$ cat config.mk
export PLATFORM = sky130hd
export DESIGN_NAME = la_rstseq
export DESIGN_NICKNAME = d
export VERILOG_FILES = /design/src/rtl/la_rstseq_pkg.sv /design/src/rtl/la_dsync.sv /design/src/rtl/la_rstseq.sv
export SDC_FILE = /design/constraint.sdc
export NUM_CORES = 1
export LEC_CHECK = 0
export CAP_MARGIN = 20
export CORE_MARGIN = 5
export CORE_UTILIZATION = 51
export DETAILED_ROUTE_END_ITERATION = 10
export PLACE_DENSITY_LB_ADDON = 0.05
export SLEW_MARGIN = 0
export SYNTH_ARGS = -nofsm -noshare
export SYNTH_HDL_FRONTEND = slang
export SYNTH_SLANG_ARGS = --single-unit
$ cat constraint.sdc
create_clock -name clk -period 1.79 [get_ports clk]
set_input_delay 0.4475 -clock clk [delete_from_list [all_inputs] [get_ports clk]]
set_output_delay 0.4475 -clock clk [all_outputs]
set_load 0.01 [all_outputs]
$ cat src/rtl/la_rstseq_pkg.sv
// la_rstseq_pkg: shared types and helpers for the la_rstseq reset sequencer.
// Holds the sequencer state encoding, the fixed counter width and small
// helper functions used by the top level.
package la_rstseq_pkg;

  // Sequencer states: hold all domains in reset, release one domain,
  // wait for its acknowledge, all domains released.
  typedef enum logic [1:0] {
    ASSERT  = 2'd0,
    RELEASE = 2'd1,
    WAIT    = 2'd2,
    DONE    = 2'd3
  } state_t;

  // Width of the hold and timeout counters; wide enough for 65535 cycles.
  localparam int CNT_W = 16;

  // Width needed to index n domains (at least one bit).
  function automatic int idx_width(input int n);
    return (n <= 2) ? 1 : $clog2(n);
  endfunction

  // Saturating increment: the counter sticks at all-ones instead of wrapping.
  function automatic logic [CNT_W-1:0] sat_inc(input logic [CNT_W-1:0] v);
    return (v == '1) ? v : v + 1'b1;
  endfunction

endpackage

$ cat src/rtl/la_dsync.sv
// la_dsync: STAGES-deep, W-bit wide flop synchronizer for asynchronous
// level inputs. Each bit is synchronized independently; all stages clear
// asynchronously on nrst_in. PROP is an implementation hint for libraries
// that map this cell to a dedicated synchronizer primitive.
module la_dsync #(
  parameter     PROP   = "DEFAULT",
  parameter int STAGES = 2,
  parameter int W      = 1
) (
  input  logic         clk,
  input  logic         nrst_in,
  input  logic [W-1:0] din,
  output logic [W-1:0] dout
);

  if (STAGES < 2) begin : g_stages_chk
    $error("la_dsync: STAGES must be >= 2");
  end

  logic [W-1:0] sync_q [STAGES];

  // Shift each input bit through the synchronizer chain.
  always_ff @(posedge clk or negedge nrst_in) begin
    if (!nrst_in) begin
      // NOTE: this array is reset explicitly (unlike a RAM) because its
      // contents are live state the sequencer acts on right after reset.
      for (int s = 0; s < STAGES; s++) sync_q[s] <= '0;
    end else begin
      sync_q[0] <= din;
      for (int s = 1; s < STAGES; s++) sync_q[s] <= sync_q[s-1];
    end
  end

  assign dout = sync_q[STAGES-1];

endmodule

$ cat src/rtl/la_rstseq.sv
// la_rstseq: ordered reset release sequencer for N downstream domains.
// After nrst_in deasserts (or a software req edge while done), all domain
// resets are held for HOLD cycles, then released one at a time in index
// order, each waiting for the synchronized ack of the previous domain.
// Optional build macro LA_RSTSEQ_TIMEOUT_EN adds a per-domain ack timeout:
// a missing ack sets the sticky err flag and the sequence moves on.
module la_rstseq
  import la_rstseq_pkg::*;
#(
  parameter     PROP    = "DEFAULT",
  parameter int N       = 4,
  parameter int HOLD    = 16,
  parameter int STAGES  = 2,
  parameter int TIMEOUT = 255
) (
  input  logic         clk,
  input  logic         nrst_in,
  input  logic         req,
  input  logic [N-1:0] ack,
  output logic [N-1:0] nrst_out,
  output logic         busy,
  output logic         done,
  output logic         err
);

  if (N < 1 || N > 16) begin : g_n_chk
    $error("la_rstseq: N must be in 1..16");
  end
  if (HOLD < 2 || HOLD > 65535) begin : g_hold_chk
    $error("la_rstseq: HOLD must be in 2..65535");
  end
  if (TIMEOUT < 1 || TIMEOUT > 65535) begin : g_to_chk
    $error("la_rstseq: TIMEOUT must be in 1..65535");
  end

  localparam int                IDX_W     = idx_width(N);
  localparam logic [IDX_W-1:0]  LAST_IDX  = IDX_W'(N - 1);
  // ASSERT spends HOLD-1 edges counting, RELEASE takes the HOLD-th edge.
  localparam logic [CNT_W-1:0]  HOLD_LAST = CNT_W'(HOLD - 2);

  state_t           state_q, state_d;
  logic [CNT_W-1:0] hold_q, hold_d;
  logic [IDX_W-1:0] idx_q, idx_d, idx_nxt;
  logic [N-1:0]     nrst_q, nrst_d;
  logic             busy_q, busy_d;
  logic             done_q, done_d;
  logic             req_q;
  logic             req_rise;
  logic             adv;
  logic [N-1:0]     ack_sync;

`ifdef LA_RSTSEQ_TIMEOUT_EN
  // Counted from the edge that raised nrst_out[idx]; TIMEOUT-1 means expired.
  localparam logic [CNT_W-1:0] TO_LAST = CNT_W'(TIMEOUT - 1);
  logic [CNT_W-1:0] to_q, to_d;
  logic             err_q, err_d;
`endif

  la_dsync #(
    .PROP   (PROP),
    .STAGES (STAGES),
    .W      (N)
  ) u_ack_sync (
    .clk     (clk),
    .nrst_in (nrst_in),
    .din     (ack),
    .dout    (ack_sync)
  );

  assign req_rise = req & ~req_q;
  assign idx_nxt  = idx_q + 1'b1;

  // Next-state and next-output logic for the release sequence.
  always_comb begin
    // NOTE: every signal written here gets a default first, so no path can
    // leave one unassigned and infer a latch.
    state_d = state_q;
    hold_d  = hold_q;
    idx_d   = idx_q;
    nrst_d  = nrst_q;
    busy_d  = busy_q;
    done_d  = done_q;
    adv     = 1'b0;
`ifdef LA_RSTSEQ_TIMEOUT_EN
    to_d    = to_q;
    err_d   = err_q;
`endif

    unique case (state_q)
      ASSERT: begin
        nrst_d = '0;
        busy_d = 1'b1;
        done_d = 1'b0;
        if (hold_q >= HOLD_LAST) state_d = RELEASE;
        else                     hold_d  = sat_inc(hold_q);
      end

      RELEASE: begin
        nrst_d[idx_q] = 1'b1;
        state_d       = WAIT;
`ifdef LA_RSTSEQ_TIMEOUT_EN
        to_d          = '0;
`endif
      end

      WAIT: begin
`ifdef LA_RSTSEQ_TIMEOUT_EN
        if (ack_sync[idx_q]) begin
          adv = 1'b1;
        end else if (to_q >= TO_LAST) begin
          adv   = 1'b1;
          err_d = 1'b1;
        end else begin
          to_d = sat_inc(to_q);
        end
`else
        adv = ack_sync[idx_q];
`endif
        if (adv) begin
          if (idx_q == LAST_IDX) begin
            state_d = DONE;
            busy_d  = 1'b0;
            done_d  = 1'b1;
          end else begin
            idx_d           = idx_nxt;
            nrst_d[idx_nxt] = 1'b1;
`ifdef LA_RSTSEQ_TIMEOUT_EN
            to_d            = '0;
`endif
          end
        end
      end

      DONE: begin
        // Acks are ignored here; only a fresh req edge restarts the sequence.
        if (req_rise) begin
          state_d = ASSERT;
          nrst_d  = '0;
          busy_d  = 1'b1;
          done_d  = 1'b0;
          hold_d  = '0;
          idx_d   = '0;
`ifdef LA_RSTSEQ_TIMEOUT_EN
          to_d    = '0;
          err_d   = 1'b0;
`endif
        end
      end

      default: begin
        state_d = ASSERT;
        nrst_d  = '0;
        busy_d  = 1'b1;
        done_d  = 1'b0;
        hold_d  = '0;
        idx_d   = '0;
      end
    endcase
  end

  // State, counter, output and req-edge registers, all cleared by nrst_in.
  always_ff @(posedge clk or negedge nrst_in) begin
    if (!nrst_in) begin
      state_q <= ASSERT;
      hold_q  <= '0;
      idx_q   <= '0;
      nrst_q  <= '0;
      busy_q  <= 1'b1;
      done_q  <= 1'b0;
      req_q   <= 1'b0;
    end else begin
      // NOTE: non-blocking assignments so every flop samples pre-edge values
      // regardless of statement order.
      state_q <= state_d;
      hold_q  <= hold_d;
      idx_q   <= idx_d;
      nrst_q  <= nrst_d;
      busy_q  <= busy_d;
      done_q  <= done_d;
      req_q   <= req;
    end
  end

`ifdef LA_RSTSEQ_TIMEOUT_EN
  // Timeout counter and sticky error flag.
  always_ff @(posedge clk or negedge nrst_in) begin
    if (!nrst_in) begin
      to_q  <= '0;
      err_q <= 1'b0;
    end else begin
      to_q  <= to_d;
      err_q <= err_d;
    end
  end

  assign err = err_q;
`else
  assign err = 1'b0;
`endif

  assign nrst_out = nrst_q;
  assign busy     = busy_q;
  assign done     = done_q;

endmodule
==> results_dict.tcl <==
set metrics [dict create \
    nFillCells 277 \
    postRouteWirelength_um 3650 \
    drt-pass1-iter-count 4 \
    initial_core_util_pct 53.3 \
    multi_input_area_um2 852 \
    rsz0062_at_grt "false" \
    synth-seq-cells 35 \
    drt_first_iter_violations 156 \
    status "completed" \
    power.share.combinational_pct 51.6 \
    total_power_mw 3.38 \
    cp.arrival_ns 1.27 \
    worstSetupPathType "flip-flop to output port" \
    synthesis.instances 166 \
    final_period_minus_worst_setup_slack_ns 1.72 \
    routability_cong 0.858 \
    p_seq_share_pct 31.4 \
    area_share_of_the_leading_cell_type_in_the_synthesized_netlist_pct 47.4 \
    p_sw_share_pct 38.6 \
    vias 1394 \
    viasPerCell 5.71 \
    critical_path.startpoint "nrst_out[0]" \
    number_of_antenna_violations_at_the_first_check_in_global_routing 0 \
    clock_insertion_delay_worst_skew_ns 0.35 \
    max_freq_mhz 582 \
    yosysWarnings 0 \
    crit_chain "clkdlybuf4s50_1" \
    crit_path_max_fanout 2 \
    mostFrequentLayoutCell "sky130_fd_sc_hd__dfrtp_1" \
    synthFlopType "sky130_fd_sc_hd__dfrtp_1" \
    timing_max_transition_violations_final 0 \
    final.hold.worst_slack_ns 0.359 \
    clock_tree_from_tritoncts "done" \
    port_buffers 12 \
    vdd.ir_drop.worst_v 0.000763 \
    final_hold_violation_count 0 \
    drt.antenna.violating_nets 0 \
    globalRoute.totalOverflow 0 \
    regToRegStartpoint "state_q[0]" \
    worst_clock_skew_ns 0.0115 \
    min-delay-start "u_ack_sync.sync_q[7]" \
    worst_setup_ep_type "output port" \
    synth-seq-area-share_pct 48.9 \
    fin_nets 217 \
    route.detailed.drc 0 \
    startpoint_kind_of_the_worst_setup_timing_path "flip-flop" \
    fp.dieArea_um2 4800 \
    die_height_um 69.3 \
    power_per_cell_area_nw_per_um2 1530 \
    timing.final.crit_share_pct 96.0 \
    number_of_synthesized_flops_with_an_enable_pin 0 \
    pin_count_of_the_biggest_net_entering_global_routing 36 \
    maximum_clock_path_buffer_count 2 \
    power.leakage_nw 1.04 \
    synthDistinctLibCells 45 \
    layout_common_cells "sky130_fd_sc_hd__dfrtp_1, sky130_fd_sc_hd__nor2_1, sky130_fd_sc_hd__buf_4, sky130_fd_sc_hd__ha_1" \
    clkSlewWorstSetupHoldPaths_ns 0.11 \
    area_taken_by_flip_flops_and_latches_um2 877 \
    reg2reg_depth 6 \
    min_path_cells 0 \
    slowest_delay_ns 0.54 \
    post_layout_nonfiller_instances 244 \
    switching_power_mw 1.31 \
    postLayoutCellArea_um2 2210 \
    drt_wl_cell_um 14.9 \
    average_instance_area_after_synthesis_um2 10.8 \
    grt_pass1_wl_um 6180 \
    htreeDepth 2 \
    place_area_um2 2090 \
    cp_slowest_cell "sky130_fd_sc_hd__clkdlybuf4s50_1" \
    cts_root_buffer "sky130_fd_sc_hd__clkbuf_4" \
    synth_top_area_cell "sky130_fd_sc_hd__dfrtp_1" \
    cts_sinks 35 \
    critical_path_cell_count 1 \
    placed_cells_incl_taps 234 \
    synth-async-reset-ratio_pct 100 \
    core_um2 3360 \
    cap_viol_max_count 0 \
    syn2layout_area_growth_pct 22.9 \
    pin_count 14 \
    fraction_of_final_layout_cells_sized_beyond_drive_strength_1_pct 19.2 \
    hpwl_um 2570 \
    critical-path-top-delay-family "buffers and inverters" \
    worst_ep_required_time_ns 1.34 \
    placementRows 21 \
    die-width_um 69.3 \
    syn_area_um2 1790 \
    via_count_of_the_first_global_routing_pass 1405 \
    cts_buffers 5 \
    worst_hold_path_type "flip-flop to flip-flop" \
    worstPathBufferInverterCount 1 \
    synth_fp_nets 186 \
    global_route.usage.total_pct 15.8 \
    share_clk_of_total_power_pct 16.9 \
    internal-power_mw 2.08 \
    synthTopCellsByArea "sky130_fd_sc_hd__dfrtp_1, sky130_fd_sc_hd__ha_1, sky130_fd_sc_hd__nor2_1, sky130_fd_sc_hd__a41oi_1, sky130_fd_sc_hd__a21oi_1" \
    final-setup-viol-count 0 \
    num_antenna_cells 0 \
]
-- area by class of cell --
cell class	count	area share (%)
Inverter	11	1.87
Timing Repair Buffer	32	13.4
Sequential cell	35	39.8
Multi-Input combinational cell	112	38.6
Tap cell	46	2.61
Clock buffer	5	1.70
Clock inverter	3	1.99
-- power by group through the flow --
stage / sequential [mW] / combinational, mW / clock (mW)
floorplan: 1.11 / 1.00 / 0
global placement: 1.07 / 1.61 / 0
detailed placement: 1.08 / 1.63 / 0
CTS: 1.06 / 1.65 / 0.584
global route: 1.09 / 1.92 / 0.626
finish: 1.06 / 1.75 / 0.573
-- logic make-up (layout without fill, tap and decap cells) --
group	count (synthesis)	in the layout	synth area share, %
mux	7	7	4.74
fa+ha+maj	13	13	9.07
flops	35	35	48.9
compound gates	36	36	14.5
simple gates	55	55	17.8
buf+inv	19	51	4.81
other cells	1	1	0.209
-- what timing repair did --
action / in CTS / in global routing
hold buffers: 0 / 0
gates resized for setup: 1 / 7
buffers inserted: 0 / 2
endpoints found under the setup margin: 1 / 4
-- cells in the mapped netlist, types with 2 or more instances --
library cell               instances
sky130_fd_sc_hd__and4_1            2
sky130_fd_sc_hd__nand4_1           6
sky130_fd_sc_hd__o31ai_1           3
sky130_fd_sc_hd__mux2i_1           4
sky130_fd_sc_hd__and2_1            4
sky130_fd_sc_hd__mux2_1            2
sky130_fd_sc_hd__a31oi_1           5
sky130_fd_sc_hd__nor4_1            3
sky130_fd_sc_hd__nor2b_1           2
sky130_fd_sc_hd__nand2b_1          2
sky130_fd_sc_hd__nand2_1           2
sky130_fd_sc_hd__nand3_1           3
sky130_fd_sc_hd__inv_1            11
sky130_fd_sc_hd__buf_2             3
sky130_fd_sc_hd__and3_1            4
sky130_fd_sc_hd__a21oi_1           9
sky130_fd_sc_hd__dfrtp_1          34
sky130_fd_sc_hd__o211ai_1          2
sky130_fd_sc_hd__a41oi_1           6
sky130_fd_sc_hd__nor3_1            3
sky130_fd_sc_hd__clkbuf_1          3
sky130_fd_sc_hd__nor2_1           18
sky130_fd_sc_hd__ha_1             13
-- per-stage QoR --
step | TNS (ns) | worst slack (ns) | utilization (%)
after CTS | 0 | 0.0161 | 64.4
after detailed placement | -1.29 | -0.156 | 62.1
final | 0 | 0.0719 | 65.6
after floorplan | 0 | 0.0581 | -
after global placement | -0.580 | -0.0793 | 62.1
after global routing | 0 | 0.0146 | 65.6
-- path summary, 6_finish.rpt --
check                                     endpoint  slack [ns]
worst min-delay path            u_ack_sync.dout[3]        0.36
worst min register to register  u_ack_sync.dout[3]        0.36
max in group asynchronous                     busy        1.09
worst max register to register          state_q[1]        0.14
worst max-delay path                   nrst_out[0]        0.07
min in group asynchronous                hold_q[0]        0.46
-- metal layers --
layer	GRT usage, %	wire length, um
met5	0	0
met3	5.80	193
met1	20.0	1690
met4	6.29	42
met2	24.6	1720
-- state kept, by name (all words and copies together), names as in the netlist --
register           count
busy                   1
done                   1
hold_q                16
idx_q                  2
nrst_out               4
req_q                  1
state_q                2
u_ack_sync.dout        4
u_ack_sync.sync_q      4
Power figures use the tool's default switching activity.
==> variant (same settings) <==
The package constant `CNT_W` goes from 16 to 12.
--- a/src/rtl/la_rstseq_pkg.sv
+++ b/src/rtl/la_rstseq_pkg.sv
@@ -13,7 +13,7 @@
   } state_t;
 
   // Width of the hold and timeout counters; wide enough for 65535 cycles.
-  localparam int CNT_W = 16;
+  localparam int CNT_W = 12;
 
   // Width needed to index n domains (at least one bit).
   function automatic int idx_width(input int n);
Behaviour: no difference found for any inputs over 10 cycles, from zero or initial values and one cycle with nrst_in low; that may be too few to reach the edited logic, so the function may still have changed.
==> variant against the unedited design <==
The run now ends with setup timing left. Power rose by 1.4%. Synthesized cell count fell by 19%. Largest cell class unchanged. Worst setup slack got worse by 0.28 ns. Routed wire length fell by 14%. Global-route usage rose by 1.1 points. Sequential cell count fell by 4. Area after synthesis fell by 15%. Highest routed layer unchanged. Utilization rose by 7.8 points. Final area fell by 6.7%. Count of clock-buffer cells in the layout rose by 1. Critical path depth rose by 3. Register-to-register slack got worse by 0.35 ns.
==> variant: results (changes against the unedited design) <==
| Metric | Value |
|---|---|
| Gp weighted congestion | `0.905 (+5.5%)` |
| Share of layout cells above drive strength 1 | `32.6% (+13 points)` |
| CP startpoint | `hold_q[11]` |
| Failing checks | `setup timing` |
| Setup slack after layout | `-0.206 ns (-0.278 ns)` |
| Synth cell count leaders | `dfrtp_1 (30), ha_1 (13), inv_1 (8), nor2_1 (8)` |
| Pwr dens | `1670 nW/um2 (+8.6%)` |
| Ranking of synthesized cells by area | `dfrtp_1 (49%), ha_1 (11%), and2_1 (2.5%), nand2b_1 (2.5%), nor2b_1 (2.1%)` |
| Post-DP Area | `1870 um2 (-10%)` |
| Vias in the first global route | `1,224 (-13%)` |
| Max VDD drop | `0.960 mV (+26%)` |
| Largest net degree at the start of global routing | `32 (-11%)` |
| Met2 usage | `30.3% (+5.7 points)` |
| Unique masters post-synth | `39 (-13%)` |
| Min-delay src | `u_ack_sync.sync_q[5]` |
| CP max stage cell | `or4_4` |
| Setup-failing EPs final | `9 (+9)` |
| Clk_skew | `0.00884 ns (-0.00266 ns)` |
| Met1 Usage GRT | `17.9% (-2.1 points)` |
| Vias per inst | `5.42 (-5.2%)` |
| Lkg Pwr | `0.000984 uW (-5.3%)` |
| Total routed wirelength | `3.14 mm (-14%)` |
| Outcome | `finished with violations` |
| Synthesized instance count | `135 (-19%)` |
| Placed Instances | `202 (-14%)` |
| Worst EP arrival | `2.22 ns (+0.95 ns)` |
| Max reg flops | `12 (-4)` |
| Grt met3 use | `5.87% (+0.075 points)` |
## variant: cell count changes after synthesis, sizes merged, moves of 4 or more
cell,before,now
nand2b,2,6
nor2,18,8
a41oi,6,0
nand4,6,1
dfrtp,34,30
o21ai,1,5
## variant: kinds of logic (layout without fill, tap and decap cells)
kind of cell | Yosys count | after routing | share of synthesized area, %
AO/OA/AOI/OAI | 28 | 28 | 13.1
adder cells (fa/ha/maj) | 13 | 13 | 10.7
buffers and inverters | 12 | 61 | 3.20
flip-flops | 31 | 31 | 51.0
multiplexers | 6 | 6 | 5.01
other | 1 | 1 | 0.246
AND/OR/NAND/NOR | 44 | 44 | 16.8
## variant: per-stage QoR
stage                     setup WS [ns]  setup TNS [ns]
after floorplan                  -0.249          -0.269
after global placement           -0.251           -1.68
after detailed placement         -0.303           -2.54
after CTS                        -0.210          -0.955
after global routing             -0.239           -1.76
final                            -0.206           -1.15
## variant: layout make-up
class | instances | area (um2)
Multi-Input combinational cell | 92 | 776
Tap cell | 31 | 38.8
Sequential cell | 31 | 778
Inverter | 8 | 30.0
Clock buffer | 6 | 41.3
Fill cell | 207 | 747
Clock inverter | 2 | 12.5
Timing Repair Buffer | 45 | 382
## variant: path summary, 6_finish.rpt
check / to / slack (ns) / cells after the start
worst max register to register: state_q[1] / -0.21 / 4
worst min-delay path: u_ack_sync.dout[1] / 0.35 / 0
worst min register to register: u_ack_sync.dout[1] / 0.35 / 0
worst max-delay path: state_q[1] / -0.21 / 4
min in group asynchronous: nrst_out[3] / 0.49 / 2
max in group asynchronous: busy / 0.99 / 2
## variant: per-layer routing
metal / routed length (um) / share of wire [%]
met1: 1270 / 41
met2: 1670 / 53
met3: 128 / 4.1
met4: 63 / 2.0
met5: 0 / 0
## variant: worst register-to-register path: stages (launching register included)
cell     delay, ns
dfrtp_1       0.39
or4_4         0.54
or4_4         0.43
or3b_4        0.26
mux2_4        0.29
## variant: where the power goes
group          internal (uW)  switching, uW
logic                   1160            945
clock network            151            231
registers                853           90.5
## variant: repair_timing
item                                    in CTS  in global routing
buffers inserted                             4                  3
cloned                                       0                  0
gates resized for setup                     12                 10
endpoints found under the setup margin       8                 17
pin swaps                                    5                  2
